===== src/rtl/cla_seq_pkg.sv =====
// Shared definitions for the nibble-serial carry-lookahead adder controller.
package cla_seq_pkg;

    localparam int unsigned SLICE_W = 4;

    typedef enum logic [1:0] {
        IDLE = 2'd0,
        RUN  = 2'd1,
        DONE = 2'd2
    } state_t;

    function automatic int unsigned nslice(input int unsigned width);
        return width / SLICE_W;
    endfunction

endpackage


===== src/rtl/cla_seq_adder_ctrl_cla4_slice.sv =====
// Combinational 4-bit carry-lookahead adder slice shared by every nibble.
module cla4_slice (
    input  logic [3:0] a4,
    input  logic [3:0] b4,
    input  logic       ci,
    output logic [3:0] s4,
    output logic       co
);

    logic [3:0] g;
    logic [3:0] p;
    logic [4:0] c;

    always_comb begin
        g    = a4 & b4;
        p    = a4 ^ b4;
        c[0] = ci;
        c[1] = g[0] | (p[0] & ci);
        c[2] = g[1] | (p[1] & g[0]) | (p[1] & p[0] & ci);
        c[3] = g[2] | (p[2] & g[1]) | (p[2] & p[1] & g[0])
             | (p[2] & p[1] & p[0] & ci);
        c[4] = g[3] | (p[3] & g[2]) | (p[3] & p[2] & g[1])
             | (p[3] & p[2] & p[1] & g[0]) | (p[3] & p[2] & p[1] & p[0] & ci);
        s4   = p ^ c[3:0];
        co   = c[4];
    end

endmodule


===== src/rtl/cla_seq_adder_ctrl.sv =====
// Multi-cycle WIDTH-bit adder: one nibble per cycle through a shared CLA slice.
// Define CLA_SEQ_SUB_EN to add the 'sub' port (a - b via inverted b, carry-in 1).
module cla_seq_adder_ctrl
    import cla_seq_pkg::*;
#(
    parameter int unsigned WIDTH = 16
) (
    input  logic             clk,
    input  logic             rst,
    input  logic             in_valid,
    output logic             in_ready,
    input  logic [WIDTH-1:0] a,
    input  logic [WIDTH-1:0] b,
    input  logic             cin,
`ifdef CLA_SEQ_SUB_EN
    input  logic             sub,
`endif
    output logic             out_valid,
    input  logic             out_ready,
    output logic [WIDTH-1:0] sum,
    output logic             cout,
    output logic             busy
);

    localparam int unsigned NSLICE = nslice(WIDTH);
    localparam int unsigned IDXW   = (NSLICE > 1) ? $clog2(NSLICE) : 1;

    if ((WIDTH % SLICE_W) != 0 || WIDTH < SLICE_W) begin : g_width_check
        $error("cla_seq_adder_ctrl: WIDTH must be a multiple of 4 and at least 4");
    end

    state_t            state, state_nxt;
    logic [WIDTH-1:0]  a_reg, b_reg, sum_reg;
    logic [IDXW-1:0]   idx;
    logic              carry, cout_reg;
    logic              sub_en;
    logic              last;
    logic              accept;
    logic [3:0]        s4;
    logic              co;

`ifdef CLA_SEQ_SUB_EN
    assign sub_en = sub;
`else
    assign sub_en = 1'b0;
`endif

    assign last   = (idx == IDXW'(NSLICE - 1));
    assign accept = in_valid && (state == IDLE);

    cla4_slice u_slice (
        .a4 (a_reg[SLICE_W*idx +: SLICE_W]),
        .b4 (b_reg[SLICE_W*idx +: SLICE_W]),
        .ci (carry),
        .s4 (s4),
        .co (co)
    );

    always_ff @(posedge clk) begin
        if (rst) state <= IDLE;
        else     state <= state_nxt;
    end

    always_comb begin
        state_nxt = state;
        in_ready  = 1'b0;
        out_valid = 1'b0;
        busy      = 1'b0;
        case (state)
            IDLE: begin
                in_ready = 1'b1;
                if (in_valid) state_nxt = RUN;
            end
            RUN: begin
                busy = 1'b1;
                if (last) state_nxt = DONE;
            end
            DONE: begin
                busy      = 1'b1;
                out_valid = 1'b1;
                if (out_ready) state_nxt = IDLE;
            end
            default: state_nxt = IDLE;
        endcase
    end

    always_ff @(posedge clk) begin
        if (rst) begin
            a_reg    <= '0;
            b_reg    <= '0;
            sum_reg  <= '0;
            cout_reg <= 1'b0;
            idx      <= '0;
            carry    <= 1'b0;
        end else if (accept) begin
            // Subtraction folds into the add: invert b once and force carry-in.
            a_reg <= a;
            b_reg <= b ^ {WIDTH{sub_en}};
            carry <= sub_en ? 1'b1 : cin;
            idx   <= '0;
        end else if (state == RUN) begin
            sum_reg[SLICE_W*idx +: SLICE_W] <= s4;
            carry <= co;
            if (last) begin
                cout_reg <= co;
                idx      <= '0;
            end else begin
                idx <= idx + 1'b1;
            end
        end
    end

    assign sum  = sum_reg;
    assign cout = cout_reg;

endmodule


===== config.mk =====
export PLATFORM = sky130hd
export DESIGN_NAME = cla_seq_adder_ctrl
export DESIGN_NICKNAME = d
export VERILOG_FILES = /design/src/rtl/cla_seq_pkg.sv /design/src/rtl/cla_seq_adder_ctrl_cla4_slice.sv /design/src/rtl/cla_seq_adder_ctrl.sv
export SDC_FILE = /design/constraint.sdc
export NUM_CORES = 1
export LEC_CHECK = 0
export ABC_AREA = 0
export CAP_MARGIN = 25
export CORE_MARGIN = 1.5
export CORE_UTILIZATION = 30
export CTS_CLUSTER_DIAMETER = 30
export CTS_CLUSTER_SIZE = 10
export DETAILED_ROUTE_END_ITERATION = 8
export GPL_TIMING_DRIVEN = 0
export HOLD_SLACK_MARGIN = 0.12
export MAX_ROUTING_LAYER = met4
export PLACE_DENSITY = 0.51
export SLEW_MARGIN = 5
export SYNTH_ARGS = -nofsm -noshare
export SYNTH_HDL_FRONTEND = slang
export SYNTH_SLANG_ARGS = --single-unit

===== constraint.sdc =====
create_clock -name clk -period 3.93 [get_ports clk]
set_input_delay 0.786 -clock clk [delete_from_list [all_inputs] [get_ports clk]]
set_output_delay 0.786 -clock clk [all_outputs]
set_load 0.05 [all_outputs]

==> flow_summary.rst <==
.. list-table::
   :header-rows: 1

   * - Metric
     - Value
   * - Final antenna-violating net count
     - 0
   * - Share of the synthesized area in the top cell type
     - 42.7%
   * - CP bufs+invs
     - 1
   * - Post-synthesis mux area share
     - 8.31%
   * - Worst min-delay path category
     - reg -> reg
   * - # Max-Cap Violations
     - 0
   * - Number of I/O pins
     - 57
   * - Maximum number of pins on one net before global-route repair
     - 18
   * - Routed vias/inst
     - 4.78
   * - Largest cells by area after synthesis
     - sky130_fd_sc_hd__dfxtp_1, sky130_fd_sc_hd__nand2_1, sky130_fd_sc_hd__mux4_2, sky130_fd_sc_hd__a21oi_1, sky130_fd_sc_hd__ha_1
   * - Depth of the worst hold-timing path
     - 2
   * - Area fraction in compound gates after synthesis
     - 14.8%
   * - P per Cell Area
     - 530 nW/um^2
   * - Clock transition at the registers of the reported paths
     - 110 ps
   * - Clock tree from TritonCTS
     - built
   * - Clock root buffer
     - sky130_fd_sc_hd__clkbuf_8
   * - Storage cell area
     - 1080 um^2
   * - Net count of the mapped netlist
     - 328
   * - Longest individual stage delay on the worst path
     - 650 ps
   * - Dominant combinational cell family by area after synthesis
     - simple AND/OR/NAND/NOR gates
   * - Buffers from clock root to sink, at most
     - 2
   * - Worst setup path startpoint
     - idx[1]$_SDFFE_PP0P_
   * - Worst skew pair latency
     - 310 ps
   * - Simple-Gate Fraction of Synth Area
     - 21.0%
   * - Category of cells accounting for the largest share of critical-path delay
     - compound AO/OA/AOI/OAI gates
   * - Final net count
     - 390
   * - Fraction of registers with async set or reset after synthesis
     - 0%
   * - Die X
     - 94.8 um
   * - Dominant cell by count in the synthesized netlist
     - sky130_fd_sc_hd__nand2_1
   * - Final Cycle Share
     - 77.8%
   * - GRT Overall Usage
     - 15.1%
   * - Wire length after detailed routing
     - 6130 um
   * - Routability Congestion
     - 0.753
   * - First-pass GRT wire length
     - 10100 um
   * - Number of unique standard cell types used by synthesis
     - 38
   * - Placeable core area
     - 8180 um^2
   * - Run status
     - completed
   * - Startpoint of the worst hold path
     - a_reg[12]$_SDFFE_PP0P_
   * - Mean instance size in the synthesized netlist
     - 9.17 um^2
   * - Worst-case clock skew
     - 9.81 ps
   * - Final critical-path required period
     - 3060 ps
   * - Initial antenna violation count
     - 0
   * - Number of enable-type register cells in the synthesized netlist
     - 0
   * - VDD IR-drop max
     - 0.203 mV
   * - Port Buf Inserts
     - 55
   * - Data arrival at the endpoint of the critical path
     - 3280 ps
   * - Flops & latches, synth
     - 54
   * - Footprint of the multi-input gates
     - 1330 um^2
   * - Fraction of final layout cells sized beyond drive strength 1
     - 9.14%
   * - Gr ovfl total
     - 0
   * - Primary FF master, synth
     - sky130_fd_sc_hd__dfxtp_1
   * - Post-detailed-route wirelength per cell
     - 13.8 um
   * - Total clock buffers created by CTS
     - 5
   * - Drc violations
     - 0
   * - Via count of the first global-routing pass
     - 2030
   * - H-Tree Depth
     - 2
   * - Worst Hold End
     - a_reg[12]$_SDFFE_PP0P_
   * - Number of clock sinks
     - 54
   * - Ranking of synthesized cells by instance count
     - sky130_fd_sc_hd__nand2_1, sky130_fd_sc_hd__dfxtp_1, sky130_fd_sc_hd__a21oi_1
   * - Max-slew violation count
     - 0
   * - Worst Reg2Reg Path Length in Cells
     - 7
   * - Total stage count of the critical path
     - 7
   * - Summed instance area of the synthesized netlist
     - 2530 um^2
   * - Final cell count without fillers
     - 444
   * - Vertical die dimension
     - 94.8 um
   * - Relative area change from synthesis to final layout
     - 30.9%
   * - Fmax
     - 0.327 GHz
   * - Endpoint type of the worst setup path
     - register
   * - Cell row count
     - 33
   * - Total iterations of the first detailed-routing run
     - 4
   * - Cell type with the largest total area after synthesis
     - sky130_fd_sc_hd__dfxtp_1
   * - Hold_buf cts
     - 0
   * - Least-Margin Pin Slew
     - 703 ps
   * - Kind of critical path
     - reg -> reg
   * - Number of hold violations in the final report
     - 0
   * - Share of synthesized cell area in full adder, half adder and majority cells
     - 7.72%
   * - Crit-path max FO
     - 9
   * - Startpoint of the most critical register-to-register path
     - idx[1]$_SDFFE_PP0P_
   * - Final Core Density
     - 40.5%
   * - CP max-delay cell
     - sky130_fd_sc_hd__mux4_2
   * - Placed Cells
     - 436
   * - R2r endpoint
     - sum[10]$_SDFFE_PP0P_
   * - Starting DRC count in detailed routing
     - 86
   * - Xor and xnor fraction of the mapped netlist area
     - 0.692%
   * - Setup violators final
     - 0
   * - Initial cell density of the core
     - 30.9%
   * - Post-synthesis sequential area ratio
     - 42.7%
   * - Total inserted antenna cells
     - 0
   * - Warnings from Yosys
     - 0
   * - Final Power
     - 1750 uW
   * - Final setup TNS
     - 0 ps
   * - Routed vias
     - 2121
   * - Cell-by-cell trace of the critical path
     - clkbuf_1 > mux4_2 > ha_1 > a21o_1 > a21oi_1 > nand4b_1 > o311ai_2
   * - Setup repair after global routing missed its margin
     - no
   * - Data required time at the worst endpoint
     - 4150 ps
   * - Reg-to-reg setup timing slack
     - 870 ps
   * - Leakage power figure
     - 0.00120 uW
   * - Number of resized instances in the post-cts repair step
     - 0
   * - Synthesized instance count
     - 276
   * - Worst Setup Start Kind
     - register
   * - Filler cells
     - 864
   * - Post-DP HPWL
     - 4570 um
   * - Setup Fix Bufs, Post-CTS
     - 0
   * - Slew Limit Headroom
     - 53.1%
   * - Overall die area
     - 8990 um^2
## worst max path at each step
stage                                end  slack [ps]
global placement     sum[7]$_SDFFE_PP0P_         880
detailed placement   sum[7]$_SDFFE_PP0P_         870
finish              sum[10]$_SDFFE_PP0P_         870
floorplan           sum[10]$_SDFFE_PP0P_        1360
CTS                  sum[7]$_SDFFE_PP0P_         830
global route         sum[7]$_SDFFE_PP0P_         670
## report_power, final
group / switching (uW) / internal [uW]
clock: 193 / 146
sequential: 48.0 / 627
combinational: 462 / 277
## metrics by stage
stage / cell area (um^2) / setup slack [ps] / hold slack (ps)
after global placement: 3210 / 877 / 442
final: 3310 / 871 / 460
after CTS: 3310 / 828 / 462
after global routing: 3310 / 670 / 478
after floorplan: 2530 / 1360 / 433
after detailed placement: 3210 / 866 / 447
## worst register-to-register path, delay by kind of cell, from the launching register on
| family | cells | cell delay (ps) |
|---|---|---|
| AO/OA/AOI/OAI | 3 | 860 |
| flip-flops | 1 | 400 |
| AND/OR/NAND/NOR | 1 | 200 |
| buffers and inverters | 1 | 520 |
| adder cells (fa/ha/maj) | 1 | 340 |
| multiplexers | 1 | 660 |
## layout make-up
class / instances / area share (%)
clock inverters: 2 / 0.491
clock buffers: 6 / 2.49
flip-flops and latches: 54 / 32.7
plain buffers: 17 / 2.23
well taps: 105 / 3.97
multi-input cells: 193 / 40.2
inverters: 12 / 1.36
repair buffers: 55 / 16.6
## kinds of logic after synthesis
group / Yosys count
AOI/OAI and AO/OA: 60
buffers and inverters: 29
adders and majority gates: 15
and+or+nand+nor: 105
DFF: 54
muxes: 11
xor gates and xnor gates: 2
## metal layers
metal,vias up,track usage [%],part of all wire [%]
li1,1082,-,-
met1,980,20.1,50
met2,57,23.5,45
met3,2,3.78,4.6
met4,0,2.24,0.38
met5,-,-,0
## placed cells by master (no fill, tap or decap), drive strengths merged, types with 2 or more instances in the layout
| cell type | instances |
|---|---|
| o311ai | 4 |
| nand2 | 70 |
| o31ai | 5 |
| mux4 | 8 |
| nor3 | 2 |
| o21ai | 3 |
| clkdlybuf4s50 | 55 |
| nor4b | 3 |
| nand4b | 4 |
| buf | 3 |
| dfxtp | 54 |
| nand3b | 9 |
| inv | 13 |
| ha | 14 |
| mux2i | 3 |
| a21oi | 35 |
| clkbuf | 20 |
| a22oi | 8 |
| nor2 | 11 |
Note: power is estimated with default switching activity, not from simulation.
